[config.mk]
export PLATFORM = sky130hd
export DESIGN_NAME = bcd_serial_adder_ctrl_flat
export DESIGN_NICKNAME = d
export VERILOG_FILES = /design/src/rtl/bcd_serial_adder_ctrl_if.sv /design/src/rtl/bcd_serial_adder_ctrl.sv /design/src/flat_wrapper.sv
export SDC_FILE = /design/constraint.sdc
export NUM_CORES = 1
export LEC_CHECK = 0
export CAP_MARGIN = 15
export CORE_UTILIZATION = 35
export DETAILED_ROUTE_END_ITERATION = 10
export PLACE_DENSITY = 0.62
export SYNTH_ARGS = -nofsm -noshare
export SYNTH_HDL_FRONTEND = slang
export SYNTH_SLANG_ARGS = --single-unit
export TNS_END_PERCENT = 5
[constraint.sdc]
create_clock -name clk -period 8.42 [get_ports clk]
set_input_delay 1.263 -clock clk [delete_from_list [all_inputs] [get_ports clk]]
set_output_delay 1.263 -clock clk [all_outputs]
set_load 0.01 [all_outputs]
[src/rtl/bcd_serial_adder_ctrl_if.sv]
// Purpose: bundles the request and result signals of the serial packed-BCD adder.
// Latency: none; this is wiring only.
// Backpressure: none; start is only accepted while the sequencer is idle.
// Ports:
//   master drives start/a/b/cin and observes busy/done/s/cout/err.
//   slave is the sequencer side of the same signals.
interface bcd_serial_adder_ctrl_if #(
  parameter int DIGITS = 4
);
  logic                  start;
  logic [4*DIGITS-1:0]   a;
  logic [4*DIGITS-1:0]   b;
  logic                  cin;
  logic                  busy;
  logic                  done;
  logic [4*DIGITS-1:0]   s;
  logic                  cout;
  logic                  err;

  modport master (
    output start, a, b, cin,
    input  busy, done, s, cout, err
  );

  modport slave (
    input  start, a, b, cin,
    output busy, done, s, cout, err
  );
endinterface

[src/rtl/bcd_serial_adder_ctrl.sv]
// Purpose: adds two packed-BCD operands one digit per clock, LSB digit first.
// Latency: start at edge k -> busy for DIGITS cycles -> done pulse DIGITS+1 cycles later.
// Backpressure: start is ignored outside IDLE; requests are dropped, never queued.
// Ports:
//   clk, rst  rising-edge clock, synchronous active-high reset
//   bus       slave side of bcd_serial_adder_ctrl_if (start/a/b/cin in,
//             busy/done/s/cout/err out)
module bcd_serial_adder_ctrl #(
  parameter int DIGITS = 4
) (
  input  logic                   clk,
  input  logic                   rst,
  bcd_serial_adder_ctrl_if.slave bus
);

  localparam int W  = 4 * DIGITS;
  localparam int CW = (DIGITS > 1) ? $clog2(DIGITS) : 1;

  typedef enum logic [1:0] {
    IDLE = 2'd0,
    ADD  = 2'd1,
    DONE = 2'd2
  } state_t;

  state_t          state_q, state_d;
  logic [W-1:0]    a_sh_q, a_sh_d;
  logic [W-1:0]    b_sh_q, b_sh_d;
  logic [W-1:0]    res_q, res_d;
  logic [W-1:0]    s_q, s_d;
  logic [CW-1:0]   cnt_q, cnt_d;
  logic            carry_q, carry_d;
  logic            err_acc_q, err_acc_d;
  logic            cout_q, cout_d;
  logic            err_q, err_d;

  // single-digit BCD add stage
  logic [3:0]      ad, bd, dig;
  logic [4:0]      raw;
  logic            dig_carry;
  logic            dig_err;
  logic [W-1:0]    res_shift;

  always_comb begin
    ad  = a_sh_q[3:0];
    bd  = b_sh_q[3:0];
    raw = {1'b0, ad} + {1'b0, bd} + {4'b0000, carry_q};
    // the +6 correction skips the six unused nibble codes; invalid digits
    // go through the same rule, so no saturation is applied
    if (raw > 5'd9) begin
      dig       = raw[3:0] + 4'd6;
      dig_carry = 1'b1;
    end else begin
      dig       = raw[3:0];
      dig_carry = 1'b0;
    end
    dig_err = (ad > 4'd9) | (bd > 4'd9);

    // new digit enters at the top, so after DIGITS steps digit 0 sits at the LSB
    res_shift            = res_q >> 4;
    res_shift[W-1 -: 4]  = dig;
  end

  always_comb begin
    state_d   = state_q;
    a_sh_d    = a_sh_q;
    b_sh_d    = b_sh_q;
    res_d     = res_q;
    s_d       = s_q;
    cnt_d     = cnt_q;
    carry_d   = carry_q;
    err_acc_d = err_acc_q;
    cout_d    = cout_q;
    err_d     = err_q;

    case (state_q)
      IDLE: begin
        if (bus.start) begin
          a_sh_d    = bus.a;
          b_sh_d    = bus.b;
          carry_d   = bus.cin;
          cnt_d     = '0;
          err_acc_d = 1'b0;
          res_d     = '0;
          state_d   = ADD;
        end
      end
      ADD: begin
        a_sh_d    = a_sh_q >> 4;
        b_sh_d    = b_sh_q >> 4;
        res_d     = res_shift;
        carry_d   = dig_carry;
        err_acc_d = err_acc_q | dig_err;
        if (cnt_q == CW'(DIGITS - 1)) begin
          // outputs are loaded on the last digit so they are valid with done
          s_d     = res_shift;
          cout_d  = dig_carry;
          err_d   = err_acc_q | dig_err;
          state_d = DONE;
        end else begin
          cnt_d = cnt_q + CW'(1);
        end
      end
      DONE: begin
        state_d = IDLE;
      end
      default: begin
        state_d = IDLE;
      end
    endcase
  end

  always_ff @(posedge clk) begin
    if (rst) begin
      state_q   <= IDLE;
      a_sh_q    <= '0;
      b_sh_q    <= '0;
      res_q     <= '0;
      s_q       <= '0;
      cnt_q     <= '0;
      carry_q   <= 1'b0;
      err_acc_q <= 1'b0;
      cout_q    <= 1'b0;
      err_q     <= 1'b0;
    end else begin
      state_q   <= state_d;
      a_sh_q    <= a_sh_d;
      b_sh_q    <= b_sh_d;
      res_q     <= res_d;
      s_q       <= s_d;
      cnt_q     <= cnt_d;
      carry_q   <= carry_d;
      err_acc_q <= err_acc_d;
      cout_q    <= cout_d;
      err_q     <= err_d;
    end
  end

  assign bus.busy = (state_q == ADD);
  assign bus.done = (state_q == DONE);
  assign bus.s    = s_q;
  assign bus.cout = cout_q;
  assign bus.err  = err_q;

endmodule

[src/flat_wrapper.sv]
// flat-port wrapper written by rule: the top's interface ports become plain ports
module bcd_serial_adder_ctrl_flat 
#(
  parameter int DIGITS = 4
)
  (clk, rst, bus_start, bus_a, bus_b, bus_cin, bus_busy, bus_done, bus_s, bus_cout, bus_err);
  bcd_serial_adder_ctrl_if #(.DIGITS(DIGITS)) bus_i ();
  input  logic clk;
  input  logic rst;
  input wire logic [$bits(bus_i.start)-1:0] bus_start;
  input wire logic [$bits(bus_i.a)-1:0] bus_a;
  input wire logic [$bits(bus_i.b)-1:0] bus_b;
  input wire logic [$bits(bus_i.cin)-1:0] bus_cin;
  output wire logic [$bits(bus_i.busy)-1:0] bus_busy;
  output wire logic [$bits(bus_i.done)-1:0] bus_done;
  output wire logic [$bits(bus_i.s)-1:0] bus_s;
  output wire logic [$bits(bus_i.cout)-1:0] bus_cout;
  output wire logic [$bits(bus_i.err)-1:0] bus_err;
  assign bus_i.start = bus_start;
  assign bus_i.a = bus_a;
  assign bus_i.b = bus_b;
  assign bus_i.cin = bus_cin;
  assign bus_busy = bus_i.busy;
  assign bus_done = bus_i.done;
  assign bus_s = bus_i.s;
  assign bus_cout = bus_i.cout;
  assign bus_err = bus_i.err;
  bcd_serial_adder_ctrl #(.DIGITS(DIGITS)) u_core (.clk(clk), .rst(rst), .bus(bus_i));
endmodule
==> results.md <==
- Status: finished clean
- Syn. warnings: 0
- Drt via density: between 5 and 6
- Die width: approximately 90 µm
- Clk pin slew, worst setup/hold paths: approximately 0.070 ns
- Setup repair bufs after CTS: 0
- Grt met3 use: between 4 and 5%
- Final Worst Setup Slack: 4.71 ns
- Global Route Usage Sum: roughly 16%
- Mapped Cells: ~340
- Final setup fails: 0
- Final instance area: between 3000 and 4000 µm²
- Root Driver: clkbuf_8
- DRT Pass-1 Iters: 4
- Comb power frac: between 15 and 20%
- Crit end category: output port
- # hold bufs at CTS: 0
- Startpoint Class: register
- Clock share of power: between 30% and 40%
- Period utilisation layout: between 40 and 50%
- DR WL/cell: between 10 and 15 µm
- Core Rows: 32
- PostCTS Resize Cnt: 0
- Grt met1 use: between 10% and 20%
- Routed Antenna Nets: 0
- Pwr Density: 194 nW/µm²
- Initial Util: between 30% and 40%
- TritonCTS clock tree: built
- Internal Power: slightly above 500 µW
- Static Leak: between 1 and 1.5 nW
- Clock Sinks: between 60 and 70
- Core area: between 7000 and 8000 µm²
- Largest net degree at the start of global routing: 73
- RSZ-0062 raised after global routing: no
- Synth Flop Type: dfxtp_1
- Setup WS pre-CTS: 5.07 ns
- Post-synth EDFFs: 0
- Post-synth cell types: 43
- Top Usage Layer GRT: met2
- Fin Setup TNS: 0 ns
- Clock H-tree levels: 3
- Layout cell share with drive strength beyond 1: roughly 7.4%
- Crit path DAT: between 2 and 2.5 ns
- PortBufs: 55
- Area Growth Syn to Fin: 27.5%
- WL final: just over 6000 µm
- Async SR Flop Fraction: 0%
- Final Max Tran Viols: 0
- Antenna violations before repair: 0
- Maximum VDD drop: around 0.00011 V
- Relative slew slack: 45.6%
- Switching portion of total power: between 20 and 30%
- Cts bufs inserted: 9
- Vias in the first global route: approximately 2.4k
- Skew final: ~0.0066 ns
- I/O pin cnt: 56
- Max Buffers Root-to-Sink: 2
- P_sw: between 150 and 200 µW
- Type of the worst min-delay path: register to register
- Ant. Diodes: 0
- Syn_nets: between 300 and 400
- Die area: 8420 µm²
- Maxcap violations: 0
- Seq/Total Area, Yosys: 48.3%
- Max Freq: between 200 and 300 MHz
- Residual DRC: 0
- DP HPWL: around 4000 µm
- Design Power: about 700 µW
- Critical path class: register to output port
- CP required: around 7 ns
- CP Max Fanout: 30
- Grt total ovfl: 0
- Sequential cell fraction of total power: about half
- Area post-placement: 3420 µm²
- Crit path time final: about 3.7 ns
- Height of the chip: roughly 92 µm
- Routability cong.: approximately 0.74
- Met2 Resource Use GR: 26.4%
- Hold Vio Cnt, Final: 0
- Worst-Margin Slew: ~0.81 ns
- Final #Nets: 428
- Cell area after synthesis: roughly 2800 µm²
- First-pass GRT wire length: ~10,000 µm
- Clk_lat worst skew: between 0.3 and 0.4 ns
- Via count: 2,483
- DRT iter0 DRCs: 109
- Seq cells post-synth: between 60 and 70
- Syn avg cell area: about 8.3 µm²
[sequential cells by signal, indices dropped and copies added, names as in the netlist]
register,cells
u_core.bus.s,16
u_core.state_q,2
u_core.carry_q,1
u_core.a_sh_q,16
u_core.bus.err,1
u_core.b_sh_q,16
u_core.bus.cout,1
u_core.res_q,12
u_core.err_acc_q,1
u_core.cnt_q,2
[placed cells by master (no fill, tap or decap), types with 2 or more instances in the layout]
cell | Yosys | layout
clkinv_2 | 0 | 3
a311oi_1 | 12 | 12
a21oi_1 | 19 | 19
fa_1 | 2 | 2
inv_1 | 3 | 3
clkdlybuf4s50_1 | 0 | 54
nand3b_1 | 2 | 2
nor2_1 | 77 | 76
clkbuf_8 | 0 | 10
or2_2 | 2 | 2
o31ai_1 | 2 | 2
nor4_1 | 13 | 13
dfxtp_1 | 68 | 68
nor2b_1 | 3 | 3
nand2_1 | 53 | 53
a22oi_1 | 20 | 20
nand2b_1 | 2 | 2
o21ai_0 | 4 | 4
buf_4 | 0 | 3
nor3_1 | 3 | 3
clkinv_4 | 0 | 2
ha_1 | 5 | 5
a211oi_1 | 4 | 4
[critical path, stage by stage, from the launching register on]
cell	delay (ns)
dfxtp_1	0.47
nand2b_1	0.09
buf_4	0.24
inv_1	0.63
clkdlybuf4s50_1	0.68
[kinds of logic (layout without fill, tap and decap cells)]
family                   Yosys count  count (layout)  synth area share (%)
AND/OR/NAND/NOR                  162             162                  24.7
buffers and inverters             28              77                  3.99
multiplexers                       2               2                 0.754
XOR/XNOR                           1               1                 0.311
flip-flops                        68              68                  48.3
adder cells (fa/ha/maj)            7               7                  3.64
AO/OA/AOI/OAI                     73              73                  18.4
[cells in the mapped netlist, types with 2 or more instances]
master	n	area, µm²
a211oi_1	4	30.0
a21oi_1	19	95.1
a22oi_1	20	150
a311oi_1	12	105
buf_1	3	11.3
buf_2	6	30.0
clkbuf_1	16	60.1
dfxtp_1	68	1360
fa_1	2	40.0
ha_1	5	62.6
inv_1	3	11.3
nand2_1	53	199
nand2b_1	2	12.5
nand3b_1	2	15.0
nor2_1	77	289
nor2b_1	3	18.8
nor3_1	3	15.0
nor4_1	13	81.3
o21ai_0	4	20.0
o31ai_1	2	15.0
or2_2	2	12.5
[per-stage QoR]
stage / instances / hold WS (ns) / util, %
after floorplan: 341 / 0.432 / -
after global placement: 476 / 0.443 / 44.0
after detailed placement: 476 / 0.447 / 44.0
after CTS: 492 / 0.457 / 46.3
after global routing: 492 / 0.478 / 46.3
final: 492 / 0.453 / 46.3
[per-layer routing]
layer	routed length, µm	part of all wire (%)	up-vias
met1	2900	47	1134
met2	2850	46	66
li1	-	-	1274
met4	108	1.7	0
met5	0	0	-
met3	318	5.1	9
[path summary, 6_finish.rpt]
check,cells after the start,endpoint,start,slack (ns)
worst min-delay path,2,u_core.bus.s[7],u_core.bus.s[7],0.45
worst max-delay path,4,bus_busy,u_core.state_q[0],4.71
worst max register to register,9,u_core.bus.s[15],u_core.carry_q,5.49
worst min register to register,2,u_core.bus.s[7],u_core.bus.s[7],0.45
[power groups by stage]
| stage | Clock [mW] | Sequential (mW) | Combinational (mW) |
|---|---|---|---|
| floorplan | 0 | 0.353 | 0.0767 |
| global placement | 0 | 0.356 | 0.108 |
| detailed placement | 0 | 0.357 | 0.109 |
| CTS | 0.246 | 0.349 | 0.110 |
| global route | 0.259 | 0.352 | 0.123 |
| finish | 0.237 | 0.349 | 0.110 |
[final cells by class]
type                       count  area [µm²]
multi-input combinational    245        1350
fill                         813        4170
clock inverter                 6        40.0
clock buffer                  10         138
sequential                    68        1360
tap                          102         128
timing repair buffer          58         568
inverter                       3        11.3
Note: power is estimated with default switching activity, not from simulation.
